==> src/rtl/gcd_req.sv <==
// gcd_req: initiator for the gcd core's start/busy/valid interface.
// Accepts one operand pair upstream, issues it with a one-cycle start pulse,
// waits for the result under a watchdog and presents it downstream.
module gcd_req #(
  parameter int unsigned WIDTH          = 32,
  parameter int unsigned TIMEOUT_CYCLES = 256,
  parameter int unsigned CNT_WIDTH      = 16
) (
  input  logic                 clk_i,
  input  logic                 rst_i,
  // upstream operand stream
  input  logic                 in_valid_i,
  output logic                 in_ready_o,
  input  logic [WIDTH-1:0]     in_a_i,
  input  logic [WIDTH-1:0]     in_b_i,
  // core interface
  output logic                 core_start_o,
  output logic [WIDTH-1:0]     core_a_o,
  output logic [WIDTH-1:0]     core_b_o,
  input  logic                 core_busy_i,
  input  logic                 core_valid_i,
  input  logic [WIDTH-1:0]     core_result_i,
  // downstream result stream
  output logic                 out_valid_o,
  input  logic                 out_ready_i,
  output logic [WIDTH-1:0]     out_result_o,
  output logic                 out_err_o,
  output logic [CNT_WIDTH-1:0] done_cnt_o
);

  // Watchdog counter only needs to reach TIMEOUT_CYCLES-1.
  localparam int unsigned TW = (TIMEOUT_CYCLES > 2) ? $clog2(TIMEOUT_CYCLES) : 1;
  localparam logic [TW-1:0] LP_CNT_LAST = TW'(TIMEOUT_CYCLES - 1);

  typedef enum logic [1:0] {
    S_IDLE  = 2'd0,
    S_ISSUE = 2'd1,
    S_WAIT  = 2'd2,
    S_DRAIN = 2'd3
  } state_t;

  state_t               r_state;
  state_t               w_state_nxt;

  logic                 r_in_ready;
  logic                 r_core_start;
  logic [WIDTH-1:0]     r_core_a;
  logic [WIDTH-1:0]     r_core_b;
  logic                 r_out_valid;
  logic [WIDTH-1:0]     r_out_result;
  logic                 r_out_err;
  logic [CNT_WIDTH-1:0] r_done_cnt;
  logic [TW-1:0]        r_tmo_cnt;

  logic                 w_cnt_last;
  logic                 w_accept;
  logic                 w_done_ok;
  logic                 w_done_tmo;
  logic                 w_pop;
  logic                 w_cnt_clr;
  logic                 w_cnt_inc;

  // The core's busy flag is observed only; it never steers control flow.
  logic                 w_unused_busy;
  assign w_unused_busy = core_busy_i;

  assign w_cnt_last = (r_tmo_cnt == LP_CNT_LAST);

  // State register.
  always_ff @(posedge clk_i) begin
    if (rst_i) begin
      r_state <= S_IDLE;
    end else begin
      r_state <= w_state_nxt;
    end
  end

  // Next-state logic; a valid in the timeout cycle still completes cleanly.
  always_comb begin
    w_state_nxt = r_state;
    case (r_state)
      S_IDLE:  if (in_valid_i) w_state_nxt = S_ISSUE;
      S_ISSUE: w_state_nxt = S_WAIT;
      S_WAIT:  if (core_valid_i || w_cnt_last) w_state_nxt = S_DRAIN;
      S_DRAIN: if (out_ready_i) w_state_nxt = S_IDLE;
      default: w_state_nxt = S_IDLE;
    endcase
  end

  // Per-state datapath enables; core_valid outside WAIT is ignored here.
  always_comb begin
    w_accept   = 1'b0;
    w_done_ok  = 1'b0;
    w_done_tmo = 1'b0;
    w_pop      = 1'b0;
    w_cnt_clr  = 1'b0;
    w_cnt_inc  = 1'b0;
    case (r_state)
      S_IDLE:  w_accept = in_valid_i;
      S_ISSUE: w_cnt_clr = 1'b1;
      S_WAIT: begin
        w_cnt_inc  = 1'b1;
        w_done_ok  = core_valid_i;
        w_done_tmo = ~core_valid_i & w_cnt_last;
      end
      S_DRAIN: w_pop = out_ready_i;
      default: ;
    endcase
  end

  // Handshake/strobe outputs registered from the next state.
  always_ff @(posedge clk_i) begin
    if (rst_i) begin
      r_in_ready   <= 1'b1;
      r_core_start <= 1'b0;
    end else begin
      r_in_ready   <= (w_state_nxt == S_IDLE);
      r_core_start <= (w_state_nxt == S_ISSUE);
    end
  end

  // Operands latch only on accept so they stay put while the core works.
  always_ff @(posedge clk_i) begin
    if (rst_i) begin
      r_core_a <= '0;
      r_core_b <= '0;
    end else if (w_accept) begin
      r_core_a <= in_a_i;
      r_core_b <= in_b_i;
    end
  end

  // Watchdog counter: cleared while issuing, counts every WAIT cycle.
  always_ff @(posedge clk_i) begin
    if (rst_i) begin
      r_tmo_cnt <= '0;
    end else if (w_cnt_clr) begin
      r_tmo_cnt <= '0;
    end else if (w_cnt_inc) begin
      r_tmo_cnt <= r_tmo_cnt + TW'(1);
    end
  end

  // Result register: loaded on completion or timeout, held through DRAIN.
  always_ff @(posedge clk_i) begin
    if (rst_i) begin
      r_out_valid  <= 1'b0;
      r_out_result <= '0;
      r_out_err    <= 1'b0;
    end else if (w_done_ok) begin
      r_out_valid  <= 1'b1;
      r_out_result <= core_result_i;
      r_out_err    <= 1'b0;
    end else if (w_done_tmo) begin
      r_out_valid  <= 1'b1;
      r_out_result <= '0;
      r_out_err    <= 1'b1;
    end else if (w_pop) begin
      r_out_valid  <= 1'b0;
    end
  end

  // Completed-job counter, wraps naturally; errored jobs count too.
  always_ff @(posedge clk_i) begin
    if (rst_i) begin
      r_done_cnt <= '0;
    end else if (w_pop) begin
      r_done_cnt <= r_done_cnt + CNT_WIDTH'(1);
    end
  end

  assign in_ready_o   = r_in_ready;
  assign core_start_o = r_core_start;
  assign core_a_o     = r_core_a;
  assign core_b_o     = r_core_b;
  assign out_valid_o  = r_out_valid;
  assign out_result_o = r_out_result;
  assign out_err_o    = r_out_err;
  assign done_cnt_o   = r_done_cnt;

endmodule

==> config.mk <==
export PLATFORM = sky130hd
export DESIGN_NAME = gcd_req
export DESIGN_NICKNAME = d
export VERILOG_FILES = /design/src/rtl/gcd_req.sv
export SDC_FILE = /design/constraint.sdc
export NUM_CORES = 1
export LEC_CHECK = 0
export CAP_MARGIN = 15
export CELL_PAD_IN_SITES_DETAIL_PLACEMENT = 0
export CELL_PAD_IN_SITES_GLOBAL_PLACEMENT = 1
export CORE_AREA = 2 2 128 130
export CTS_CLUSTER_SIZE = 28
export DETAILED_ROUTE_END_ITERATION = 10
export DIE_AREA = 0 0 130 132
export PLACE_DENSITY = 0.75
export SYNTH_ARGS = -nofsm -noshare
export SYNTH_HDL_FRONTEND = slang
export SYNTH_SLANG_ARGS = --single-unit
==> constraint.sdc <==
create_clock -name clk_i -period 2.05 [get_ports clk_i]
set_input_delay 0.205 -clock clk_i [delete_from_list [all_inputs] [get_ports clk_i]]
set_output_delay 0.205 -clock clk_i [all_outputs]
set_load 0.005 [all_outputs]
==> results.yml, run 1 <==
run_status:
  status: "complete, no violations"
route:
  viasPerCell: 4.56
  route.detailed.drc: 0
  ant_nets: 0
  drt_wl_total_mm: 13.6
  drt-initial-drc-count: 252
  vias: 4311
  wire_per_inst_um: 14.3
  drt-pass1-iter-count: 4
global_routing:
  grt_pass1_vias: 4138
  grt_max_degree: 65
  antenna_found_initial: 0
  grt-ovfl-total: 0
  grt_util_all_layers: 0.157
  grt_pass1_wl_mm: 21.3
timing:
  setup_tns_ns: 0
  finalHoldViolCount: 0
  finalSetupViolations: 0
  min_period_ns: 1.74
  rsz0062_at_grt: "no"
  finClkSkew_ns: 0.00723
  timing.fmax_mhz: 576
  drv_slew: 0
  min_period_over_period: 0.847
  hold_ws_ns: 0.167
  maxSlewHeadroom: 0.672
  tightest_slew_ns: 0.492
power:
  internal_power_mw: 4.96
  power_frac_clock: 0.461
  p_sw_frac: 0.225
  leakagePower_nw: 2.74
  sequentialPowerShare: 0.413
  ir_worst_vdd_v: 0.000537
  combPwrFrac: 0.126
  powerDensity_nw_per_um2: 857
  p_switching_mw: 1.44
synth:
  synthTopCellsByCount: "142 x nand2_1, 126 x dfxtp_1, 74 x a21oi_1"
  yosysWarnings: 0
  synth_area_leaders: "dfxtp_1 56%, nand2_1 12%, a21oi_1 8.3%"
  async_flop_share: 0
  avgSynthCellArea_um2: 8.88
  ys.flop_type: "dfxtp_1"
  synth_top_area_share: 0.565
  synth_edf_count: 0
  synth_most_common_cell: "nand2_1"
  yosys.area.top_type: "dfxtp_1"
  ys_ff_latch: 126
  netlist_instances: 503
  yosysUniqueCellTypes: 39
  synth_fp_nets: 607
  yosysSeqAreaShare: 0.565
  netlist_area_um2: 4470
critical_path:
  worstPathMaxFanout: 32
  worstPathRequired_ns: 2.35
  crit_arrival_ns: 2.03
  start_kind: "register"
  critPathKind: "reg -> reg"
  crit_path_end_kind: "register"
final_layout:
  areaGrowthSynthToFinish_pct: 67.1
  num_antenna_cells: 0
  fin_util: 0.475
  final_cell_area_um2: 7470
  num-nets-final: 821
  drive_above_1_share: 0.0658
  fin_cells: 945
clock_tree:
  cts_resized: 0
  post_cts_buffers: 0
  clk_latency_ns: 0.41
  path_clk_slew_ns: 0.05
  h-tree-depth: 4
  cts_tree: "done"
  holdBufCountCts: 0
  cts.sinks: 126
  root_buffer: "clkbuf_16"
  numCtsBuffers: 17
  clockBufferDepth: 2
placement:
  place.gp.congestion: 0.765
  hpwl_mm: 9.52
  portBuffers: 216
  dp_cells: 914
  placed_area_um2: 6890
die:
  pin_count: 218
  dieArea_um2: 17200
  die_w_um: 130
  die_h_um: 132
  coreArea_um2: 15700
  row_count: 46
  start_util: 0.284
run:
  maxCapViolations: 0
worst_hold_path:
  hold_class: "in -> reg"
[metal layers]
| metal | GRT usage | share of wire | vias up |
|---|---|---|---|
| met4 | 0.0639 | 0.021 | 0 |
| met3 | 0.0438 | 0.048 | 22 |
| met1 | 0.186 | 0.43 | 2047 |
| met5 | 0 | 0 | - |
| li1 | - | - | 2138 |
| met2 | 0.266 | 0.50 | 104 |
[placed cells by master, fill, tap and decap left out, drive strengths merged]
master / instances
nand2b: 1
o21a: 1
and2: 2
and4: 2
nand4: 10
clkbuf: 24
and3: 3
o21ai: 3
bufinv: 2
nand2: 142
a31oi: 1
clkinv: 5
and3b: 1
ha: 2
nand3: 7
a21o: 1
clkdlybuf4s50: 215
and4b: 1
inv: 3
a22o: 32
o22a: 1
xnor2: 8
nor4: 3
dfxtp: 126
buf: 13
nor3: 3
nor2b: 1
o31ai: 1
or3: 4
or4: 1
xor2: 9
a21oi: 74
o211a: 1
nor2: 22
nand3b: 3
o311ai: 1
[power by group through the flow]
stage	sequential, mW	clock [mW]	combinational (mW)
floorplan	2.70	0	0.275
global placement	2.69	0	0.803
detailed placement	2.69	0	0.816
CTS	2.64	3.01	0.820
global route	2.66	3.13	0.884
finish	2.64	2.95	0.808
[logic make-up (layout without fill, tap and decap cells)]
group / Yosys count / count (layout) / share of synthesized area
AOI/OAI and AO/OA: 116 / 116 / 0.162
xor gates and xnor gates: 17 / 17 / 0.0333
adders and majority gates: 2 / 2 / 0.00560
DFF: 126 / 126 / 0.565
buffers and inverters: 36 / 262 / 0.0336
and+or+nand+nor: 206 / 206 / 0.201
[layout make-up]
type	count	area, um2
clock buffer	24	492
multi-input combinational	341	1800
inverter	3	11.3
timing repair buffer	228	2280
sequential	126	2520
tap	216	270
fill	1510	8250
clock inverter	7	85.1
[worst max-delay path, cell delays in order (launching register included)]
cell and delay, ns:
dfxtp_1 0.36, ha_1 0.19, and4b_1 0.24, nand2_1 0.12
o211a_1 0.24, buf_4 0.24, a22o_1 0.23
[per-stage QoR]
step | power, mW | setup slack, ns
6_report | 6.40 | 0.313
5_1_grt | 6.67 | 0.234
4_1_cts | 6.47 | 0.332
3_5_place_dp | 3.51 | 0.274
3_3_place_gp | 3.49 | 0.250
2_1_floorplan | 2.97 | 0.525
[worst paths after layout]
path / start / endpoint / slack [ns] / cells after the start
setup / recovery: r_tmo_cnt[0]$_SDFFE_PP0P_ / out_result_o[29]$_SDFFE_PP0P_ / 0.31 / 6
setup reg to reg: r_tmo_cnt[0]$_SDFFE_PP0P_ / out_result_o[29]$_SDFFE_PP0P_ / 0.31 / 6
hold / removal: rst_i / in_ready_o$_SDFF_PP1_ / 0.17 / 3
hold reg to reg: core_b_o[6]$_SDFFE_PP0P_ / core_b_o[6]$_SDFFE_PP0P_ / 0.45 / 2
[registers in the layout, indices dropped and copies added (netlist names)]
register and count:
core_a_o 32, core_b_o 32, core_start_o 1, done_cnt_o 16, in_ready_o 1, out_err_o 1
out_result_o 32, out_valid_o 1, r_state 2, r_tmo_cnt 8
No activity file was read; power rests on OpenSTA's default activity.
==> run 2, diff against run 1 <==
Clock period 2.05 ns to 1.8 ns, I/O delays scaled along.
==> run 2 against run 1 <==
Sequential share of layout area fell by 0.40 points. Non-clock buffer count increased by 8. Fmax rose by 5.4%. Critical endpoint is now out_result_o[8]$_SDFFE_PP0P_. Largest cell class unchanged.
==> results.yml, run 2 (same netlist as run 1, synthesis figures left out) <==
final_layout:
  num_antenna_cells: 0
  drive_above_1_share: 0.0761
  final_cell_area_um2: 7560
  final_common_cell: "clkdlybuf4s50_1"
  fin_util: 0.481
  areaGrowthSynthToFinish_pct: 69.2
  fin_cells: 952
  num-nets-final: 829
  final_cell_mix: "215 x clkdlybuf4s50_1, 141 x nand2_1, 125 x dfxtp_1"
timing:
  finalSetupViolations: 0
  timing.fmax_mhz: 606
  finalHoldViolCount: 0
  finalWorstSetupSlack_ns: 0.151
  maxSlewHeadroom: 0.515
  rsz0062_at_grt: "no"
  min_period_ns: 1.65
  finClkSkew_ns: 0.00697
  min_period_over_period: 0.916
  tightest_slew_ns: 0.725
  drv_slew: 0
placement:
  place.gp.congestion: 0.733
  dp_slack_ns: -0.331
  dp_cells: 922
  portBuffers: 216
  placed_area_um2: 6980
  hpwl_mm: 9.86
clock_tree:
  h-tree-depth: 4
  post_cts_buffers: 0
  numCtsBuffers: 17
  clockBufferDepth: 2
  holdBufCountCts: 0
  cts.sinks: 126
  cts_resized: 1
  path_clk_slew_ns: 0.06
  clk_latency_ns: 0.41
  root_buffer: "clkbuf_16"
  cts_tree: "done"
worst_hold_path:
  hold_depth: 3
  hold_class: "in -> reg"
  hold_path.startpoint: "rst_i"
critical_path:
  r2r_setup_slack_ns: 0.15
  r2r_cells: 6
  crit_path_end_kind: "register"
  worstPathRequired_ns: 2.09
  crit_arrival_ns: 1.94
  r2r-end: "out_result_o[8]$_SDFFE_PP0P_"
  critPathKind: "reg -> reg"
  start_kind: "register"
  worstPathMaxFanout: 32
  crit_start: "r_tmo_cnt[1]$_SDFFE_PP0P_"
  crit_path_end: "out_result_o[8]$_SDFFE_PP0P_"
  reg2reg_from: "r_tmo_cnt[1]$_SDFFE_PP0P_"
route:
  drt-pass1-iter-count: 4
  wire_per_inst_um: 14.4
  viasPerCell: 4.51
  vias: 4295
  ant_nets: 0
  route.detailed.drc: 0
  drt-initial-drc-count: 187
  drt_wl_total_mm: 13.7
global_routing:
  antenna_found_initial: 0
  use_met2: 0.276
  grt_max_degree: 57
  grt_pass1_vias: 4178
  use_met3: 0.0361
  grt_pass1_wl_mm: 21.4
  met1_usage: 0.182
  top_usage_layer: "met2"
  grt_util_all_layers: 0.158
  grt-ovfl-total: 0
run:
  maxCapViolations: 0
die:
  row_count: 46
  die_h_um: 132
  pin_count: 218
  die_w_um: 130
  coreArea_um2: 15700
  dieArea_um2: 17200
  start_util: 0.284
run_status:
  status: "complete, no violations"
power:
  leakagePower_nw: 2.79
  ir_worst_vdd_v: 0.000596
  powerDensity_nw_per_um2: 970
run 2: changes by cell type in the layout (fill, tap and decap cells not counted), sizes merged:
| cell | change |
|---|---|
| bufinv | +1 |
| buf | +8 |
| clkbuf | -2 |
run 2: layout make-up:
class | instances | area (um2)
flip-flops and latches | 126 | 2520
clock inverters | 8 | 115
multi-input cells | 341 | 1810
inverters | 3 | 11.3
fillers | 1485 | 8150
clock buffers | 22 | 464
well taps | 216 | 270
repair buffers | 236 | 2370
run 2: stage by stage:
step                      TNS, ns  power (mW)  hold slack [ns]
after detailed placement    -9.87        4.02            0.446
final                           0        7.34            0.313
after global placement      -8.45        4.00            0.441
after CTS                       0        7.43            0.298
after floorplan                 0        3.39            0.313
after global routing            0        7.63            0.315
run 2: power breakdown:
group / internal [mW] / switching (mW)
registers: 2.94 / 0.0789
logic: 0.565 / 0.377
clock network: 2.22 / 1.16
run 2: worst min-delay path by stage:
stage	to	slack, ns
after floorplan	out_result_o[10]$_SDFFE_PP0P_	0.31
after global placement	core_a_o[28]$_SDFFE_PP0P_	0.44
after detailed placement	core_a_o[23]$_SDFFE_PP0P_	0.45
after CTS	r_tmo_cnt[0]$_SDFFE_PP0P_	0.30
after global routing	done_cnt_o[9]$_SDFFE_PP0P_	0.31
final	r_tmo_cnt[2]$_SDFFE_PP0P_	0.31
run 2: metal layers:
metal | routed length, um | vias to the layer above
li1 | - | 2155
met1 | 5790 | 2007
met2 | 6940 | 110
met3 | 631 | 23
met4 | 335 | 0
met5 | 0 | -
run 2: worst max-delay path, stage by stage (launching register included):
cell and delay, ns:
dfxtp_1 0.35, ha_1 0.19, and4b_1 0.23, nand2_1 0.12, o211a_1 0.28, buf_12 0.17, a22o_1 0.20
